===== src/rtl/uart_boot_loader.sv =====
// uart_boot_loader: receives a framed image over UART, writes it to RAM as 32-bit words, then releases the CPU.
// Ports: clk, rst_n (async active-low); uart_rx serial input (8N1, LSB first);
//        mem_addr/mem_wdata/mem_wenable RAM write port; cpu_rst_n CPU reset (low until load done);
//        loading busy flag; load_error high in the error state.
// Define BOOT_CHECKSUM_EN to require a trailing 8-bit sum of the payload bytes.
module uart_boot_loader #(
  parameter int CLK_HZ = 100_000_000,
  parameter int BAUD = 115200,
  parameter int ADDR_WIDTH = 14
) (
  input  logic clk,
  input  logic rst_n,
  input  logic uart_rx,
  output logic [ADDR_WIDTH-1:0] mem_addr,
  output logic [31:0] mem_wdata,
  output logic [3:0] mem_wenable,
  output logic cpu_rst_n,
  output logic loading,
  output logic load_error
);
  localparam int CPB = CLK_HZ / BAUD;
  localparam int CW = $clog2(CPB + 1);
  localparam logic [CW-1:0] BIT_END = CW'(CPB - 1);
  localparam logic [CW-1:0] HALF = CW'(CPB / 2);
  localparam int unsigned CAP = 32'd1 << (ADDR_WIDTH - 2);
  localparam logic [7:0] MAGIC = 8'hA5;

  typedef enum logic [1:0] {R_IDLE, R_START, R_DATA, R_STOP} r_state_e;
  typedef enum logic [2:0] {
    L_MAGIC, L_LEN0, L_LEN1, L_DATA,
`ifdef BOOT_CHECKSUM_EN
    L_CSUM,
`endif
    DONE, ERROR
  } l_state_e;
`ifdef BOOT_CHECKSUM_EN
  localparam l_state_e PAYLOAD_END = L_CSUM;
`else
  localparam l_state_e PAYLOAD_END = DONE;
`endif

  r_state_e r_state_q, r_state_d;
  logic rx_s1_q, rx_s2_q, rx_prev_q;
  logic [CW-1:0] cnt_q, cnt_d;
  logic [2:0] bit_q, bit_d;
  logic [7:0] rx_byte_q, rx_byte_d;
  logic byte_valid_q, byte_valid_d, frame_err_q, frame_err_d;

  l_state_e l_state_q, l_state_d;
  logic [15:0] len_q, len_d, word_cnt_q, word_cnt_d, n;
  logic [1:0] byte_cnt_q, byte_cnt_d;
  // only the first three bytes of a word are held; the fourth goes straight to mem_wdata
  logic [23:0] word_q, word_d;
  logic we_q, we_d;
  logic [ADDR_WIDTH-1:0] addr_q, addr_d;
  logic [31:0] wdata_q, wdata_d;
`ifdef BOOT_CHECKSUM_EN
  logic [7:0] csum_q, csum_d;
`endif

  always_ff @(posedge clk or negedge rst_n)
    if (!rst_n) begin
      rx_s1_q <= 1'b1;
      rx_s2_q <= 1'b1;
      rx_prev_q <= 1'b1;
      r_state_q <= R_IDLE;
      cnt_q <= '0;
      bit_q <= '0;
      rx_byte_q <= '0;
      byte_valid_q <= 1'b0;
      frame_err_q <= 1'b0;
      l_state_q <= L_MAGIC;
      len_q <= '0;
      word_cnt_q <= '0;
      byte_cnt_q <= '0;
      word_q <= '0;
      we_q <= 1'b0;
      addr_q <= '0;
      wdata_q <= '0;
`ifdef BOOT_CHECKSUM_EN
      csum_q <= '0;
`endif
    end else begin
      rx_s1_q <= uart_rx;
      rx_s2_q <= rx_s1_q;
      rx_prev_q <= rx_s2_q;
      r_state_q <= r_state_d;
      cnt_q <= cnt_d;
      bit_q <= bit_d;
      rx_byte_q <= rx_byte_d;
      byte_valid_q <= byte_valid_d;
      frame_err_q <= frame_err_d;
      l_state_q <= l_state_d;
      len_q <= len_d;
      word_cnt_q <= word_cnt_d;
      byte_cnt_q <= byte_cnt_d;
      word_q <= word_d;
      we_q <= we_d;
      addr_q <= addr_d;
      wdata_q <= wdata_d;
`ifdef BOOT_CHECKSUM_EN
      csum_q <= csum_d;
`endif
    end

  always_comb begin
    r_state_d = r_state_q;
    cnt_d = cnt_q + CW'(1);
    bit_d = bit_q;
    rx_byte_d = rx_byte_q;
    byte_valid_d = 1'b0;
    frame_err_d = 1'b0;
    case (r_state_q)
      R_IDLE: begin
        cnt_d = '0;
        if (rx_prev_q && !rx_s2_q) r_state_d = R_START;
      end
      R_START: if (cnt_q == HALF) begin
        cnt_d = '0;
        bit_d = '0;
        r_state_d = rx_s2_q ? R_IDLE : R_DATA;
      end
      R_DATA: if (cnt_q == BIT_END) begin
        cnt_d = '0;
        rx_byte_d = {rx_s2_q, rx_byte_q[7:1]};
        bit_d = bit_q + 3'd1;
        if (bit_q == 3'd7) r_state_d = R_STOP;
      end
      default: if (cnt_q == BIT_END) begin
        r_state_d = R_IDLE;
        byte_valid_d = rx_s2_q;
        frame_err_d = !rx_s2_q;
      end
    endcase
  end

  always_comb begin
    l_state_d = l_state_q;
    len_d = len_q;
    word_cnt_d = word_cnt_q;
    byte_cnt_d = byte_cnt_q;
    word_d = word_q;
    we_d = 1'b0;
    addr_d = addr_q;
    wdata_d = wdata_q;
    n = {rx_byte_q, len_q[7:0]};
`ifdef BOOT_CHECKSUM_EN
    csum_d = csum_q;
`endif
    if (frame_err_q && l_state_q != DONE) l_state_d = ERROR;
    else if (byte_valid_q)
      case (l_state_q)
        L_MAGIC, ERROR: if (rx_byte_q == MAGIC) begin
          l_state_d = L_LEN0;
          word_cnt_d = '0;
          byte_cnt_d = '0;
`ifdef BOOT_CHECKSUM_EN
          csum_d = '0;
`endif
        end
        L_LEN0: begin
          len_d = {8'd0, rx_byte_q};
          l_state_d = L_LEN1;
        end
        L_LEN1: begin
          len_d = n;
          l_state_d = 32'(n) > CAP ? ERROR : n == 16'd0 ? PAYLOAD_END : L_DATA;
        end
        L_DATA: begin
          word_d = {rx_byte_q, word_q[23:8]};
          byte_cnt_d = byte_cnt_q + 2'd1;
`ifdef BOOT_CHECKSUM_EN
          csum_d = csum_q + rx_byte_q;
`endif
          if (byte_cnt_q == 2'd3) begin
            we_d = 1'b1;
            addr_d = ADDR_WIDTH'({word_cnt_q, 2'b00});
            wdata_d = {rx_byte_q, word_q};
            word_cnt_d = word_cnt_q + 16'd1;
            if (word_cnt_d == len_q) l_state_d = PAYLOAD_END;
          end
        end
`ifdef BOOT_CHECKSUM_EN
        L_CSUM: l_state_d = rx_byte_q == csum_q ? DONE : ERROR;
`endif
        default: ;
      endcase
  end

  assign mem_addr = addr_q;
  assign mem_wdata = wdata_q;
  assign mem_wenable = {4{we_q}};
  assign cpu_rst_n = l_state_q == DONE;
  assign load_error = l_state_q == ERROR;
  assign loading = !(l_state_q inside {L_MAGIC, DONE, ERROR});
endmodule


===== config.mk =====
export PLATFORM = sky130hd
export DESIGN_NAME = uart_boot_loader
export DESIGN_NICKNAME = d
export VERILOG_FILES = /design/src/rtl/uart_boot_loader.sv
export SDC_FILE = /design/constraint.sdc
export NUM_CORES = 1
export LEC_CHECK = 0
export CAP_MARGIN = 5
export CORE_AREA = 2 2 133 135
export CTS_CLUSTER_SIZE = 20
export DETAILED_ROUTE_END_ITERATION = 8
export DIE_AREA = 0 0 135 137
export GPL_TIMING_DRIVEN = 0
export PLACE_DENSITY = 0.5
export SETUP_SLACK_MARGIN = 0.3
export SYNTH_ARGS = -nofsm -noshare
export SYNTH_HDL_FRONTEND = slang
export SYNTH_SLANG_ARGS = --single-unit

===== constraint.sdc =====
create_clock -name clk -period 2.9 [get_ports clk]
set_input_delay 0.29 -clock clk [delete_from_list [all_inputs] [get_ports clk]]
set_output_delay 0.29 -clock clk [all_outputs]
set_load 0.01 [all_outputs]

Yosys cells after proc, flatten, opt, wreduce, memory -nomap -nowiden
Cells that the tools add are included.
{ "op_classes": {"n_addsub": 4, "n_reduce_logical": 26, "muxes": 35, "eq_ne": 23, "bitwise": 2, "n_lt_le_gt_ge": 1} }
{ "op_table": {"columns": ["operator", "count"], "rows": [
  ["$pmux W16 S2", 2],
  ["$mux W16", 2],
  ["$pmux W10 S3", 1],
  ["$mux W3", 9],
  ["$mux W10", 2],
  ["$add A16 B1 Y16 const B", 1],
  ["$eq A16 B16 Y1", 1],
  ["$gt A16 B13 Y1 const B", 1],
  ["$logic_not A16 Y1", 1],
  ["$reduce_and A5 Y1", 3],
  ["$mux W2", 7],
  ["$ne A2 B2 Y1 const B", 6],
  ["$ne A3 B3 Y1 const B", 4],
  ["$pmux W3 S4", 1],
  ["$reduce_and A4 Y1", 3],
  ["$add A10 B1 Y10 const B", 1],
  ["$eq A10 B10 Y1 const B", 1],
  ["$eq A10 B9 Y1 const B", 1],
  ["$eq A3 B3 Y1 const B", 3],
  ["$reduce_and A3 Y1", 3],
  ["$eq A8 B8 Y1 const B", 1],
  ["$mux W1", 8],
  ["$reduce_bool A2 Y1", 4],
  ["$eq A3 B2 Y1 const B", 2],
  ["18 further kinds", 23]
]} }
{ "word_totals": {"out_inout_bits": 53, "ff_bits": 134, "inputBits": 3, "wordCells": 109} }

Longest topological paths before layout
Gate-level depths: netlist of the first run.
{ "depth": {"word_depth": 7, "mapped_depth": 9, "mapped_depth_nobuf": 8} }

Least setup slack after synthesis of the first run
OpenSTA, ideal clock, no wires.
{ "synth_path": {"path_type": "register to register", "from": "reg word_cnt_q[0]", "to": "reg l_state_q[2]", "arrival_ns": 2.430, "setup_ns": 0.092, "synth_period_minus_slack_ns": 2.522, "setup_slack_ns": 0.378, "required_ns": 2.808, "n_path_buf": 0, "stages_incl_launch_ff": 9, "cell_sequence": "dfrtp_1 -> ha_1 -> nand3_4 -> or4_4 -> xnor2_2 -> nand3_1 -> or4_4 -> o21a_1 -> o31ai_2"} }
{ "synth_between": {"elab_chain_cells": 4} }
{ "synth_lines": {"columns": ["element", "line", "text"], "rows": [
  ["start: declaration", "50", "logic [15:0] len_q, len_d, word_cnt_q, word_cnt_d, n;"],
  ["start signal: assignment", "95", "word_cnt_q <= word_cnt_d;"],
  ["$add A16 B1 Y16", "179", "word_cnt_d = word_cnt_q + 16'd1;"],
  ["$eq A16 B16 Y1", "180", "if (word_cnt_d == len_q) l_state_d = PAYLOAD_END;"],
  ["$ne A3 B3 Y1 (no line)", null, null],
  ["$reduce_and A5 Y1 (no line)", null, null],
  ["end signal: assignment", "93", "l_state_q <= l_state_d;"],
  ["end: declaration", "49", "l_state_e l_state_q, l_state_d;"]
]} }
Every way passes these cells.
A chain may end at the register's enable or synchronous reset.

Final worst setup path of the first run
{ "layout_path": {"from": "reg word_cnt_q[6]", "to": "reg l_state_q[2]"} }
The elaborated chain is that of the path after synthesis.

==> results.py, run 1 <==
metrics = {
    "die": {
        "rows": 48,
        "core_sq_um": 17100,
        "die-height_um": 137,
        "dieWidth_um": 135,
        "start_util_pct": 35.6,
        "num_io_pins": 56,
        "fp.dieArea_sq_um": 18500,
    },
    "finish": {
        "layout.nets": 687,
        "fin_cells": 916,
        "fillCellCount": 1688,
        "multi_input_area_sq_um": 2540,
        "layout-drive-gt1-share_pct": 15.9,
        "n_antenna_cell": 0,
        "area_growth_pct": 24.1,
        "seqCellArea_sq_um": 3360,
    },
    "detailed_routing": {
        "drt-pass1-iter-count": 4,
        "ant_nets": 0,
        "wl_per_cell_um": 15.1,
        "via_count": 4491,
        "drtIter0Drc": 267,
        "route.detailed.drc": 0,
        "drt-total-wl_mm": 13.9,
        "vias_per_cell": 4.90,
    },
    "logic_synthesis": {
        "yosysSeqAreaShare_pct": 55.3,
        "synth_area_leader_cell": "dfrtp_1",
        "synth-simple-area-share_pct": 19.6,
        "post_synth_xor_area_fraction_pct": 4.88,
        "synthAdderAreaFrac_pct": 1.24,
        "ys.flop_type": "dfrtp_1",
        "synth_compound_area_share_pct": 7.81,
        "synth_top_area_share_pct": 54.0,
        "synthCells": 600,
        "yosysMostFrequentCell": "nand2_1",
        "synth.cells.most_frequent": "157 x nand2_1, 131 x dfrtp_1, 40 x mux2_2",
        "synth_area_leaders": "dfrtp_1 54%, nand2_1 9.7%, mux2_2 7.4%",
        "synth.avg_cell_area_sq_um": 10.1,
        "synth_edf_count": 0,
        "synth-seq-cells": 134,
        "synthesis.area_sq_um": 6070,
        "ys.warnings.count": 0,
        "ys_types": 60,
        "muxShareOfSynthArea_pct": 7.58,
        "synth-async-reset-ratio_pct": 100,
        "synth_top_family_by_area": "simple AND/OR/NAND/NOR gates",
    },
    "critical_path": {
        "cp_max_fo": 8,
        "cp_common_cell": "or4_4",
        "critical-path-max-stage-delay_ns": 0.58,
        "cp_num_buf_inv": 1,
        "path_class": "reg -> reg",
        "worstPathCellList": "buf_2 -> nand3_2 -> or4_4 -> xnor2_2 -> nand3_1 -> or4_4 -> o21a_1 -> o31ai_2",
        "crit_slowest_cell": "or4_4",
        "crit_required_ns": 3.22,
        "cp.arrival_ns": 2.81,
        "cp_top_family": "simple AND/OR/NAND/NOR gates",
        "cp-end-kind": "flop",
        "cp-start-kind": "flop",
    },
    "run": {
        "drv_cap": 0,
    },
    "grt": {
        "antenna_found_initial": 0,
        "grt_pass1_vias": 4460,
        "grt_max_degree": 80,
        "grt_pass1_wl_mm": 23.0,
        "grt-ovfl-total": 0,
        "grt_use_total_pct": 16.1,
    },
    "sta": {
        "finalSetupViolations": 0,
        "slew_headroom_pct": 35.8,
        "fmax_mhz": 403,
        "post-route-period-util_pct": 85.5,
        "period_needed_ns": 2.48,
        "tns_ns": 0,
        "final_max_slew_viol_count": 0,
        "worst_hold_slack_ns": 0.274,
        "setup_slack_ns": 0.419,
        "hold_viol_final": 0,
        "finClkSkew_ns": 0.00616,
        "worst_pin_slew_ns": 0.955,
        "rsz0062_at_grt": "no",
    },
    "run_status": {
        "status": "finished clean",
    },
    "placement": {
        "place_ws_ns": 0.0868,
        "dpl.hpwl_mm": 9.50,
        "portBuffers": 53,
        "dp.cells": 880,
        "gp_congestion": 0.826,
    },
    "worst_hold_path": {
        "min_path_type": "in -> reg",
    },
    "clock_tree": {
        "cts-root-buf": "clkbuf_16",
        "cts_buffers": 17,
        "cts_sinks": 134,
        "clkTransAtPathRegs_ns": 0.05,
        "clockBufferDepth": 2,
        "clock_latency_ns": 0.42,
        "cts_tree": "done",
        "cts_htree_levels": 4,
    },
    "power_and_ir_drop": {
        "irDropWorstVdd_v": 0.000389,
        "powerDensity_nw_per_um2": 519,
        "finalPower_uw": 3910,
        "power_leakage_uw": 0.00360,
    },
}
[logic make-up (layout without fill, tap and decap cells)]
family                     after synthesis  in the layout
and+or+nand+nor                        264            264
adders and majority gates                6              6
AOI/OAI and AO/OA                       73             73
other                                    1              2
buffers and inverters                   48            138
muxes                                   41             41
DFF                                    134            134
xor gates and xnor gates                33             33
[cell usage in the layout (no fill, tap or decap), types with 14 or more instances in the layout]
cell	count
nand2_1	157
dfrtp_1	128
clkdlybuf4s50_1	52
mux2_2	40
nor2_1	38
o21ai_0	26
clkbuf_1	21
nand3_1	18
xnor2_1	18
clkbuf_16	17
xor2_1	14
[power by group]
part           switching (uW)  leakage, uW  internal, uW
logic                    50.2      0.00148          14.6
clock network             767     0.000261          1190
registers                7.43      0.00186          1880
total                     825      0.00360          3090
[routing by layer]
metal	part of all wire, %	GRT usage (%)	up-vias
met2	48	26.3	71
li1	-	-	2197
met4	1.4	6.71	0
met3	3.2	3.56	15
met5	0	0	-
met1	47	20.9	2208
[state kept, by name (all words and copies together) (netlist names), 2 cells and up]
register / cells
bit_q: 3
byte_cnt_q: 2
cnt_q: 10
l_state_q: 3
len_q: 16
mem_addr: 12
mem_wdata: 32
r_state_q: 2
rx_byte_q: 8
word_cnt_q: 16
word_q: 24
[path summary, 6_finish.rpt]
path                           endpoint          start  slack, ns  depth (start not counted)
setup / recovery           l_state_q[2]  word_cnt_q[6]       0.42                          8
hold reg to reg                 rx_s2_q        rx_s1_q       0.36                          0
hold / removal                  rx_s1_q        uart_rx       0.27                          1
setup reg to reg           l_state_q[2]  word_cnt_q[6]       0.42                          8
min in group asynchronous   mem_addr[2]          rst_n       0.41                          2
max in group asynchronous      cnt_q[0]          rst_n       1.71                          3
[layout make-up]
cell class	instances	share of cell area, %
clock inverters	9	1.05
inverters	12	0.598
well taps	225	3.74
clock buffers	23	6.08
flip-flops and latches	134	44.6
repair buffers	58	7.85
plain buffers	36	2.41
multi-input cells	419	33.7
[per-stage QoR]
| stage | cell area [sq um] | utilization, % |
|---|---|---|
| 2_1_floorplan | 6080 | - |
| 3_3_place_gp | 6890 | 40.4 |
| 3_5_place_dp | 6920 | 40.6 |
| 4_1_cts | 7490 | 43.9 |
| 5_1_grt | 7540 | 44.2 |
| 6_report | 7540 | 44.2 |
[what timing repair did]
item,in CTS,in global routing
resized for setup,6,18
hold buffers,1,0
hold endpoints to repair,52,0
pin swaps,1,2
setup endpoints to repair,14,32
buffers inserted,1,2
Power figures use the tool's default switching activity.
==> run 2: changes to the inputs <==
--- a/config.mk
+++ b/config.mk
@@ -15,2 +15,3 @@
 export SETUP_SLACK_MARGIN = 0.3
+export SLEW_MARGIN = 20
 export SYNTH_ARGS = -nofsm -noshare
==> constraint.sdc (replaced) <==
create_clock -name clk -period 2.9 [get_ports clk]
set_input_delay 0.58 -clock clk [delete_from_list [all_inputs] [get_ports clk]]
set_output_delay 0.58 -clock clk [all_outputs]
set_load 0.01 [all_outputs]
==> run 2 against run 1 <==
Critical path depth shrank 5. Critical path type is now reg -> out. Largest power group unchanged. Setup slack gained 0.014 ns. Highest routed layer unchanged. Die area is the same.
==> results.py, run 2 (same netlist as run 1, synthesis figures left out) <==
metrics = {
    "power_and_ir_drop": {
        "powerDensity_nw_per_um2": 543,
        "finalPower_uw": 4140,
        "irDropWorstVdd_v": 0.000390,
        "power_leakage_uw": 0.00363,
    },
    "grt": {
        "grt-ovfl-total": 0,
        "antenna_found_initial": 0,
        "grt_use_total_pct": 16.2,
        "grt_pass1_wl_mm": 23.2,
        "grt_pass1_vias": 4483,
        "grt_max_degree": 80,
    },
    "sta": {
        "finalSetupViolations": 0,
        "period_needed_ns": 2.47,
        "rsz0062_at_grt": "yes",
        "post-route-period-util_pct": 85.1,
        "slew_headroom_pct": 40.3,
        "fmax_mhz": 405,
        "hold_viol_final": 0,
        "final_max_slew_viol_count": 0,
        "finClkSkew_ns": 0.00618,
        "worst_pin_slew_ns": 0.888,
        "tns_ns": 0,
    },
    "critical_path": {
        "worstPathCellList": "inv_1 -> and3_1 -> clkdlybuf4s50_1",
        "rrSetupSlack_ns": 0.44,
        "r2r_end": "l_state_q[2]",
        "cp.arrival_ns": 1.89,
        "critical-path-max-stage-delay_ns": 0.56,
        "cp_max_fo": 8,
        "crit_slowest_cell": "clkdlybuf4s50_1",
        "cp_num_buf_inv": 2,
        "worstReg2RegStart": "word_cnt_q[1]",
        "cp.depth": 3,
        "path_class": "reg -> out",
        "cp-end-kind": "primary output",
        "ff2ff_path_depth": 8,
        "critPathCapture": "load_error",
        "cp-startpoint": "l_state_q[1]",
        "cp-start-kind": "flop",
        "crit_required_ns": 2.32,
        "cp_top_family": "buffers and inverters",
    },
    "finish": {
        "largest_reg_flops": 32,
        "n_antenna_cell": 0,
        "layout-drive-gt1-share_pct": 16.4,
        "layout.nets": 687,
        "layout_common_cells": "157 x nand2_1, 128 x dfrtp_1, 52 x clkdlybuf4s50_1",
        "fillCellCount": 1665,
        "area_growth_pct": 25.4,
        "final_core_util_pct": 44.6,
        "fin_area_sq_um": 7610,
        "final_common_cell": "nand2_1",
    },
    "clock_tree": {
        "cts_buffers": 17,
        "cts_tree": "done",
        "clock_latency_ns": 0.42,
        "cts_sinks": 134,
        "clockBufferDepth": 2,
        "cts-root-buf": "clkbuf_16",
        "clkTransAtPathRegs_ns": 0.06,
        "cts_htree_levels": 4,
        "hold_buffers": 0,
    },
    "detailed_routing": {
        "drtIter0Drc": 247,
        "vias_per_cell": 4.91,
        "drt-pass1-iter-count": 4,
        "route.detailed.drc": 0,
        "drt-total-wl_mm": 13.9,
        "wl_per_cell_um": 15.2,
        "via_count": 4502,
        "ant_nets": 0,
    },
    "die": {
        "rows": 48,
        "dieWidth_um": 135,
        "core_sq_um": 17100,
        "die-height_um": 137,
        "fp.dieArea_sq_um": 18500,
        "start_util_pct": 35.6,
        "num_io_pins": 56,
    },
    "run": {
        "drv_cap": 0,
    },
    "run_status": {
        "status": "finished clean",
    },
    "placement": {
        "portBuffers": 53,
        "dpl.hpwl_mm": 9.54,
        "place_area_sq_um": 6920,
        "gp_congestion": 0.826,
    },
    "worst_hold_path": {
        "min_path_type": "in -> async",
    },
}
-- run 2: changes by cell type in the layout (fill, tap and decap cells not counted), sizes merged --
| cell | change |
|---|---|
| bufinv | +2 |
| clkbuf | +2 |
| clkinv | -2 |
| clkinvlp | -1 |
| dlygate4sd3 | -1 |
-- run 2: final cells by class --
class                      instances  area (sq um)  area share (%)
clock inverter                     8           121            1.59
clock buffer                      24           482            6.33
timing repair buffer              58           593            7.79
buffer                            36           184            2.42
tap                              225           282            3.70
multi-input combinational        419          2540            33.4
sequential                       134          3360            44.1
inverter                          12          45.0           0.592
-- run 2: repair_timing --
item | CTS | global route
pin swaps | 1 | 3
setup buffers | 1 | 3
resized for setup | 6 | 20
endpoints found under the hold margin | 0 | 0
setup endpoints to repair | 14 | 31
-- run 2: metal layers --
| layer | vias to the layer above | track usage [%] | part of all wire (%) |
|---|---|---|---|
| met5 | - | 0 | 0 |
| met4 | 0 | 6.54 | 1.7 |
| met3 | 22 | 3.96 | 3.5 |
| met2 | 78 | 26.6 | 49 |
| met1 | 2208 | 20.7 | 46 |
| li1 | 2194 | - | - |
-- run 2: metrics by stage --
| stage | hold slack, ns | setup slack, ns | cells |
|---|---|---|---|
| 2_1_floorplan | 0.284 | 0.378 | 601 |
| 3_3_place_gp | 0.347 | -4.09 | 879 |
| 3_5_place_dp | 0.349 | 0.0760 | 880 |
| 4_1_cts | 0.0759 | 0.301 | 913 |
| 5_1_grt | 0.100 | 0.268 | 916 |
| 6_report | 0.0652 | 0.433 | 916 |
-- run 2: worst reg2reg max path, cell delays in order, from the launching register on --
cell     delay (ns)
dfrtp_2        0.41
ha_4           0.18
nand3_4        0.12
or4_4          0.47
xnor2_2        0.14
nand3_1        0.08
or4_4          0.51
o21a_1         0.23
o31ai_2        0.22
-- run 2: power breakdown --
| group | internal, uW | leakage [uW] | total [uW] | switching, uW |
|---|---|---|---|---|
| logic | 14.4 | 0.00148 | 63.8 | 49.3 |
| registers | 1880 | 0.00186 | 1890 | 7.41 |
| clock network | 1420 | 0.000294 | 2190 | 769 |
| total | 3310 | 0.00363 | 4140 | 826 |
-- run 2: worst min path at each step --
| stage | startpoint | depth (start not counted) | slack [ns] | to |
|---|---|---|---|---|
| after floorplan | rst_n | 0 | 0.28 | bit_q[0] |
| after global placement | rx_s1_q | 0 | 0.35 | rx_s2_q |
| after CTS | rst_n | 1 | 0.08 | mem_addr[2] |
| after global routing | rst_n | 1 | 0.1 | mem_addr[2] |
| final | rst_n | 1 | 0.07 | mem_addr[2] |
| after detailed placement | rx_s1_q | 0 | 0.35 | rx_s2_q |
